==> config.mk <==
export PLATFORM = sky130hd
export DESIGN_NAME = nibble_serial_adder
export DESIGN_NICKNAME = d
export VERILOG_FILES = /design/src/rtl/nibble_serial_adder.sv
export SDC_FILE = /design/constraint.sdc
export NUM_CORES = 1
export LEC_CHECK = 0
export CAP_MARGIN = 20
export CORE_UTILIZATION = 51
export DETAILED_ROUTE_END_ITERATION = 7
export PLACE_DENSITY = 0.81
export SETUP_SLACK_MARGIN = 0.5
export SLEW_MARGIN = 20
export SYNTH_ARGS = -nofsm -noshare
export SYNTH_HDL_FRONTEND = slang
export SYNTH_SLANG_ARGS = --single-unit
==> constraint.sdc <==
create_clock -name clk -period 2.65 [get_ports clk]
set_input_delay 0.53 -clock clk [delete_from_list [all_inputs] [get_ports clk]]
set_output_delay 0.53 -clock clk [all_outputs]
set_load 0.05 [all_outputs]
==> src/rtl/nibble_serial_adder.sv <==
// -----------------------------------------------------------------------------
// nibble_serial_adder
//
// Multi-cycle unsigned adder for two 4*NIBBLES-bit operands. It processes one
// 4-bit slice per clock through a two-level carry-lookahead slice. The carry
// between slices is held in a register, so the critical path is one slice wide
// whatever NIBBLES is.
//
// Transaction flow: IDLE (accept) -> ADD (NIBBLES cycles) -> DONE (hold until
// out_ready). The result is {carry_out, sum} = in_a + in_b + in_cin.
//
// Ports
//   clk        rising-edge clock
//   rst_n      asynchronous active-low reset
//   in_valid   operand pair and in_cin valid
//   in_ready   block can accept an operand pair (state IDLE)
//   in_a/in_b  unsigned operands, W = 4*NIBBLES bits
//   in_cin     carry into nibble 0
//   out_valid  out_sum holds a completed result (state DONE)
//   out_ready  consumer accepts out_sum
//   out_sum    W+1-bit result {carry_out, sum[W-1:0]}
//   busy       high while the adder is stepping through nibbles (state ADD)
// -----------------------------------------------------------------------------
module nibble_serial_adder #(
    parameter int NIBBLES = 4
) (
    input  logic                 clk,
    input  logic                 rst_n,
    input  logic                 in_valid,
    output logic                 in_ready,
    input  logic [4*NIBBLES-1:0] in_a,
    input  logic [4*NIBBLES-1:0] in_b,
    input  logic                 in_cin,
    output logic                 out_valid,
    input  logic                 out_ready,
    output logic [4*NIBBLES:0]   out_sum,
    output logic                 busy
);

    localparam int W     = 4 * NIBBLES;
    localparam int IDX_W = (NIBBLES > 1) ? $clog2(NIBBLES) : 1;
    localparam logic [IDX_W-1:0] IDX_LAST = IDX_W'(NIBBLES - 1);

    typedef enum logic [1:0] {
        IDLE = 2'd0,
        ADD  = 2'd1,
        DONE = 2'd2
    } state_t;

    state_t           state_r;
    state_t           state_next_s;
    logic [W-1:0]     a_r;
    logic [W-1:0]     b_r;
    logic             carry_r;
    logic [IDX_W-1:0] idx_r;
    logic [W:0]       sum_r;
    logic [3:0]       a_nib_s;
    logic [3:0]       b_nib_s;
    logic [4:0]       slice_s;

    // 4-bit lookahead slice. Every carry is a flat sum of products of the
    // generate/propagate terms and c0; no carry depends on a lower carry.
    // Returns {c4, s[3:0]}.
    function automatic logic [4:0] cla4(
        input logic [3:0] a,
        input logic [3:0] b,
        input logic       c0
    );
        logic [3:0] g;
        logic [3:0] p;
        logic [4:0] c;
        g    = a & b;
        p    = a | b;
        c[0] = c0;
        c[1] = g[0] | (p[0] & c0);
        c[2] = g[1] | (p[1] & g[0]) | (p[1] & p[0] & c0);
        c[3] = g[2] | (p[2] & g[1]) | (p[2] & p[1] & g[0])
             | (p[2] & p[1] & p[0] & c0);
        c[4] = g[3] | (p[3] & g[2]) | (p[3] & p[2] & g[1])
             | (p[3] & p[2] & p[1] & g[0]) | (p[3] & p[2] & p[1] & p[0] & c0);
        return {c[4], a ^ b ^ c[3:0]};
    endfunction

    // Outputs are decoded from the registered state only.
    assign in_ready  = (state_r == IDLE);
    assign out_valid = (state_r == DONE);
    assign busy      = (state_r == ADD);
    assign out_sum   = sum_r;

    // Select the current nibble of each operand and run it through the slice.
    // The mux is an OR of one-hot masked nibbles so no part-select index is
    // computed from idx_r.
    always_comb begin
        a_nib_s = 4'd0;
        b_nib_s = 4'd0;
        for (int n = 0; n < NIBBLES; n++) begin
            a_nib_s = a_nib_s | ((idx_r == IDX_W'(n)) ? a_r[4*n +: 4] : 4'd0);
            b_nib_s = b_nib_s | ((idx_r == IDX_W'(n)) ? b_r[4*n +: 4] : 4'd0);
        end
        slice_s = cla4(a_nib_s, b_nib_s, carry_r);
    end

    // Next-state decode for the IDLE/ADD/DONE controller.
    always_comb begin
        state_next_s = state_r;
        case (state_r)
            IDLE: begin
                if (in_valid) begin
                    state_next_s = ADD;
                end else begin
                    state_next_s = IDLE;
                end
            end
            ADD: begin
                if (idx_r == IDX_LAST) begin
                    state_next_s = DONE;
                end else begin
                    state_next_s = ADD;
                end
            end
            DONE: begin
                if (out_ready) begin
                    state_next_s = IDLE;
                end else begin
                    state_next_s = DONE;
                end
            end
            default: begin
                state_next_s = IDLE;
            end
        endcase
    end

    // State register.
    always_ff @(posedge clk or negedge rst_n) begin
        if (!rst_n) begin
            state_r <= IDLE;
        end else begin
            state_r <= state_next_s;
        end
    end

    // Operand capture, per-nibble result write and inter-slice carry.
    always_ff @(posedge clk or negedge rst_n) begin
        if (!rst_n) begin
            a_r     <= '0;
            b_r     <= '0;
            carry_r <= 1'b0;
            idx_r   <= '0;
            sum_r   <= '0;
        end else begin
            case (state_r)
                IDLE: begin
                    if (in_valid) begin
                        a_r     <= in_a;
                        b_r     <= in_b;
                        carry_r <= in_cin;
                        idx_r   <= '0;
                        sum_r   <= '0;
                    end
                end
                ADD: begin
                    for (int n = 0; n < NIBBLES; n++) begin
                        if (idx_r == IDX_W'(n)) begin
                            sum_r[4*n +: 4] <= slice_s[3:0];
                        end
                    end
                    carry_r <= slice_s[4];
                    // idx_r stops at the last nibble instead of wrapping.
                    if (idx_r == IDX_LAST) begin
                        sum_r[W] <= slice_s[4];
                    end else begin
                        idx_r <= idx_r + IDX_W'(1);
                    end
                end
                default: begin
                    // DONE holds the result; nothing to update.
                end
            endcase
        end
    end

endmodule
Word-level counts from Yosys, hierarchy flattened
Cells that the tools add are included.
{"block": "word_totals", "in_bits": 37, "register_bits": 54, "word_cells": 91, "out_inout_bits": 20}
{"block": "classes", "bitwise_logic": 36, "reduce_logical": 10, "addsub": 1, "muxes": 24, "eq_ne": 11}
{"operator": "$mux W4", "n": 12}
{"operator": "$pmux W17 S2", "n": 1}
{"operator": "$or A4 B4 Y4", "n": 7}
{"operator": "$mux W17", "n": 1}
{"operator": "$and A1 B1 Y1", "n": 16}
{"operator": "$reduce_and A3 Y1", "n": 5}
{"operator": "$or A1 B1 Y1", "n": 10}
{"operator": "$mux W2", "n": 4}
{"operator": "$ne A2 B1 Y1 const B", "n": 4}
{"operator": "$xor A4 B4 Y4", "n": 2}
{"operator": "$eq A2 B2 Y1 const B", "n": 3}
{"operator": "$pmux W2 S3", "n": 1}
{"operator": "$and A4 B4 Y4", "n": 1}
{"operator": "$eq A2 B1 Y1 const B", "n": 2}
{"operator": "$logic_not A2 Y1", "n": 2}
{"operator": "$ne A2 B2 Y1 const B", "n": 2}
{"operator": "$pmux W2 S2", "n": 1}
{"operator": "$reduce_and A2 Y1", "n": 2}
{"operator": "$mux W1", "n": 3}
{"operator": "$add A2 B1 Y2 const B", "n": 1}
{"operator": "$pmux W1 S2", "n": 1}
{"operator": "$reduce_bool A2 Y1", "n": 1}

Depth between registers and ports, before layout
{"block": "logic_depth", "ltp_word": 13, "ltp_mapped": 11, "depth_no_buf": 10}

Worst setup path before layout
Ideal clock, no wire load.
{"block": "synth_path", "path_kind": "register -> register", "from": "register idx_r[0]", "to": "register sum_r[3] (netlist: out_sum[3])", "setup_time_ps": 124, "path_slack_ps": 326, "path_stages_with_launch": 11, "arrival_time_ps": 2200, "n_path_buf": 1, "required_time_ps": 2526, "period_less_slack_ps": 2324, "cell_sequence": "dfrtp_1 ha_1 clkbuf_1 a22oi_1 and2_1 inv_1 ha_1 nor2b_1 o21ai_1 a2111oi_2 a211o_1"}
{"block": "synth_between", "elab_chain_len": 13, "elab_cells_between_ends": 34, "classes_between": "eq/ne (4); mux (10); bitwise (18); reduce/logical (2)"}
{"element": "start: declaration", "line_no": "55", "text": "logic [IDX_W-1:0] idx_r;"}
{"element": "start signal: assignment", "line_no": "173", "text": "idx_r <= idx_r + IDX_W'(1);"}
{"element": "$eq A2 B1 Y1 or $logic_not A2 Y1 (tied branches)", "line_no": "97, 98, 164"}
{"element": "$mux W4, on equally long branches", "line_no": "97, 98"}
{"element": "$or A4 B4 Y4, on equally long branches (3 in series)", "line_no": "97, 98"}
{"element": "$or A4 B4 Y4 or $and A4 B4 Y4 (tied branches)", "line_no": "73, 72"}
{"element": "$and A1 B1 Y1, on equally long branches", "line_no": "77, 78"}
{"element": "$or A1 B1 Y1 (tied with other cells)", "line_no": "77", "text": "c[3] = g[2] | (p[2] & g[1]) | (p[2] & p[1] & g[0])"}
{"element": "$or A1 B1 Y1 or $and A1 B1 Y1 (tied branches)", "line_no": "77, 78"}
{"element": "$or A1 B1 Y1", "line_no": "78", "text": "| (p[2] & p[1] & p[0] & c0);"}
{"element": "$xor A4 B4 Y4", "line_no": "81", "text": "return {c[4], a ^ b ^ c[3:0]};"}
{"element": "$mux W4", "line_no": "164", "text": "if (idx_r == IDX_W'(n)) begin"}
{"element": "$pmux W17 S2", "line_no": "152", "text": "case (state_r)"}
{"element": "end signal: indexed assignment", "line_no": "165", "text": "sum_r[4*n +: 4] <= slice_s[3:0];"}
{"element": "end signal: indexed assignment", "line_no": "171", "text": "sum_r[W] <= slice_s[4];"}
{"element": "end: declaration", "line_no": "56", "text": "logic [W:0] sum_r;"}
Parallel ways exist; a longest one is shown, timed or not. The select of a mux whose other input is x is not followed.
A chain may end at the register's enable or synchronous reset.

Final worst setup path
{"block": "layout_path", "from": "register idx_r[1]", "to": "register sum_r[3] (netlist: out_sum[3])"}
The elaborated chain is that of the path after synthesis.

==> key figures <==
Outcome
  • Status: finished clean

Drt
  • First-pass detailed-route iteration total: 4
  • Via count: 2396
  • Post-route ant nets: 0
  • Drt drc: 0
  • Drt wl/cell: 17.00 um
  • Final WL: 7427 um
  • DR vias/cell: 5.483
  • DR iter-0 viols: 132

GRT
  • First-pass GRT wire length: 11380 um
  • Initial antenna violation count: 0
  • GRT met1 Usage: 35.16%
  • Overflow after GRT: 0
  • Largest net degree at the start of global routing: 55
  • Vias in the first global route: 2341
  • GRT busiest layer: met2
  • Met3 Resource Use GR: 6.369%
  • Global-route usage over all layers: 28.00%
  • Met2 Track Usage GR: 45.65%

Placement
  • Dpl hpwl: 4437 um
  • Final GP Congestion: 0.8798
  • IO buf count: 56

Setup path
  • CP Launch Type: flop
  • Arr. time, crit path: 2.50 ns
  • CP Depth: 9
  • Reg2Reg Depth: 9
  • Critical Path Sink Type: flop
  • FF-to-FF setup slack: 0.40 ns
  • R2r endpoint: out_sum[3]$_DFFE_PN0P_
  • CP delay by family, top: compound AO/OA/AOI/OAI gates
  • Critical Path Source: idx_r[1]$_DFFE_PN0P_
  • RR Startpoint: idx_r[1]$_DFFE_PN0P_
  • Critical Path RT: 2.91 ns
  • Worst-path fanout max: 6
  • Critical-path cell with the highest stage delay: dfrtp_1
  • Setup Crit Path Kind: reg2reg
  • Critical Path End: out_sum[3]$_DFFE_PN0P_
  • Worst path max stage delay: 0.41 ns
  • Most common cell type on the critical path: buf_4
  • Crit path buf inv count: 2
  • Critical path, cell by cell: buf_4, ha_4, buf_4, a22oi_2, nand2_1, ha_1, a21o_1, nor4_2, a211o_1

Clock network
  • Number of H-tree levels: 2
  • Clock Latency Late Sink: 0.31 ns
  • CTS hold repair buffers: 0
  • Max Root-Sink Buffers: 2
  • Root Buffer: clkbuf_8
  • Reg clk slew, reported paths: 0.10 ns
  • Clock Sinks: 54
  • CTS tree: yes
  • CTS buffer count: 5

STA
  • RSZ-0062 raised after global routing: yes
  • Setup violators final: 0
  • Setup_tns: 0 ns
  • Final hold vios: 0
  • Setup Skew: 0.005314 ns
  • Fin crit share: 84.76%
  • Max-slew violations: 0
  • Fmax achieved: 445.2 MHz
  • Slew headroom: 65.78%
  • Min cycle time layout: 2.246 ns
  • Slew @ Worst Pin: 0.5117 ns

Die
  • Initial Utilization: 52.88%
  • Row count: 26
  • Core area: 5075 sq um
  • Die X: 74.54 um
  • Die Y: 74.54 um
  • Boundary pin count: 57
  • Die area: 5556 sq um

Cells and area
  • P&R area growth vs syn: 43.73%
  • Storage cell area: 1353 sq um
  • Commonest cells after routing, fill and taps aside: 116 x nand2_1, 53 x dfrtp_1, 52 x clkdlybuf4s50_1
  • FILL cells: 361
  • Post-layout net count: 416
  • Most common cell after layout, fill and taps aside: nand2_1
  • Ant. Diodes: 0
  • Share of layout cells above drive strength 1: 24.25%
  • Multi-input gate area in the final layout: 1534 sq um

Synth
  • Post-synth EDFFs: 0
  • FFs w/ async S/R, synth: 100.0%
  • Netlist cell types: 34
  • Post-Synthesis Cell Area: 2684 sq um
  • Sequential area share after synthesis: 50.35%
  • Syn nets: 347
  • #FFs+latches synth: 54
  • Synth warnings: 0
  • Mean post-synth cell area: 9.036 sq um
  • Cells after synthesis: 297
  • Top_reg_cell synth: dfrtp_1

Hold path
  • HP Class: in2async

Job
  • MaxCap Viol Count: 0
-- state kept, by name, summed over array words and instances, names as in the netlist --
name	cells
carry_r	1
out_sum	17
b_r	16
state_r	2
idx_r	2
a_r	16
-- Yosys cell counts (4+ instances only) --
library cell	n	area share (%)
nor2_1	5	0.70
dfrtp_1	54	50
clkbuf_1	4	0.56
ha_1	12	5.6
mux2_2	5	2.1
o21ai_0	7	1.3
inv_1	16	2.2
buf_2	8	1.5
nand2_1	119	17
a21o_1	5	1.4
o31ai_1	6	1.7
a22oi_1	16	4.5
-- worst min path at each step --
stage	startpoint	end	slack (ns)
after floorplan	rst_n	a_r[0]$_DFFE_PN0P_	0.23
after global placement	b_r[11]$_DFFE_PN0P_	b_r[11]$_DFFE_PN0P_	0.46
after detailed placement	b_r[11]$_DFFE_PN0P_	b_r[11]$_DFFE_PN0P_	0.46
after CTS	rst_n	state_r[1]$_DFF_PN0_	0.22
after global routing	rst_n	state_r[1]$_DFF_PN0_	0.22
final	rst_n	state_r[1]$_DFF_PN0_	0.20
-- metal layers --
metal / wire length (um) / share of wire (%)
met5: 0 / 0
met4: 233 / 3.1
met3: 383 / 5.2
met2: 3801 / 51
met1: 3008 / 41
-- per-stage QoR --
stage | setup WS [ns] | instances | hold slack (ns) | utilization (%) | instance area (sq um)
2_1_floorplan | 0.5107 | 297 | 0.2344 | - | 2733
6_report | 0.4037 | 437 | 0.1998 | 76.01 | 3857
5_1_grt | 0.2973 | 437 | 0.2200 | 76.01 | 3857
3_3_place_gp | 0.4277 | 413 | 0.4578 | 65.58 | 3328
3_5_place_dp | 0.2898 | 413 | 0.4632 | 65.58 | 3328
4_1_cts | 0.4218 | 435 | 0.2175 | 73.22 | 3716
-- repair_timing --
item	4_1_cts	5_1_grt
setup endpoints to repair	17	17
buffers inserted	14	2
gates resized for setup	37	36
pin swaps	22	16
-- cell type report --
cell class	instances	share of cell area (%)
clock inverters	1	0.1297
well taps	70	2.271
flip-flops and latches	54	35.06
inverters	16	1.557
clock buffers	7	2.238
multi-input cells	213	39.77
repair buffers	76	18.98
-- logic make-up (layout without fill, tap and decap cells) --
kind of cell | count (synthesis) | count (layout) | synth area share (%)
simple gates | 144 | 144 | 21.86
flops | 54 | 54 | 50.35
compound gates | 50 | 50 | 14.27
buf+inv | 30 | 100 | 4.755
fa+ha+maj | 13 | 13 | 6.340
mux | 5 | 5 | 2.098
xor+xnor | 1 | 1 | 0.3264
Power is not shown: default switching activity piles up to over one toggle a cycle in this logic, so the estimate is an artifact.
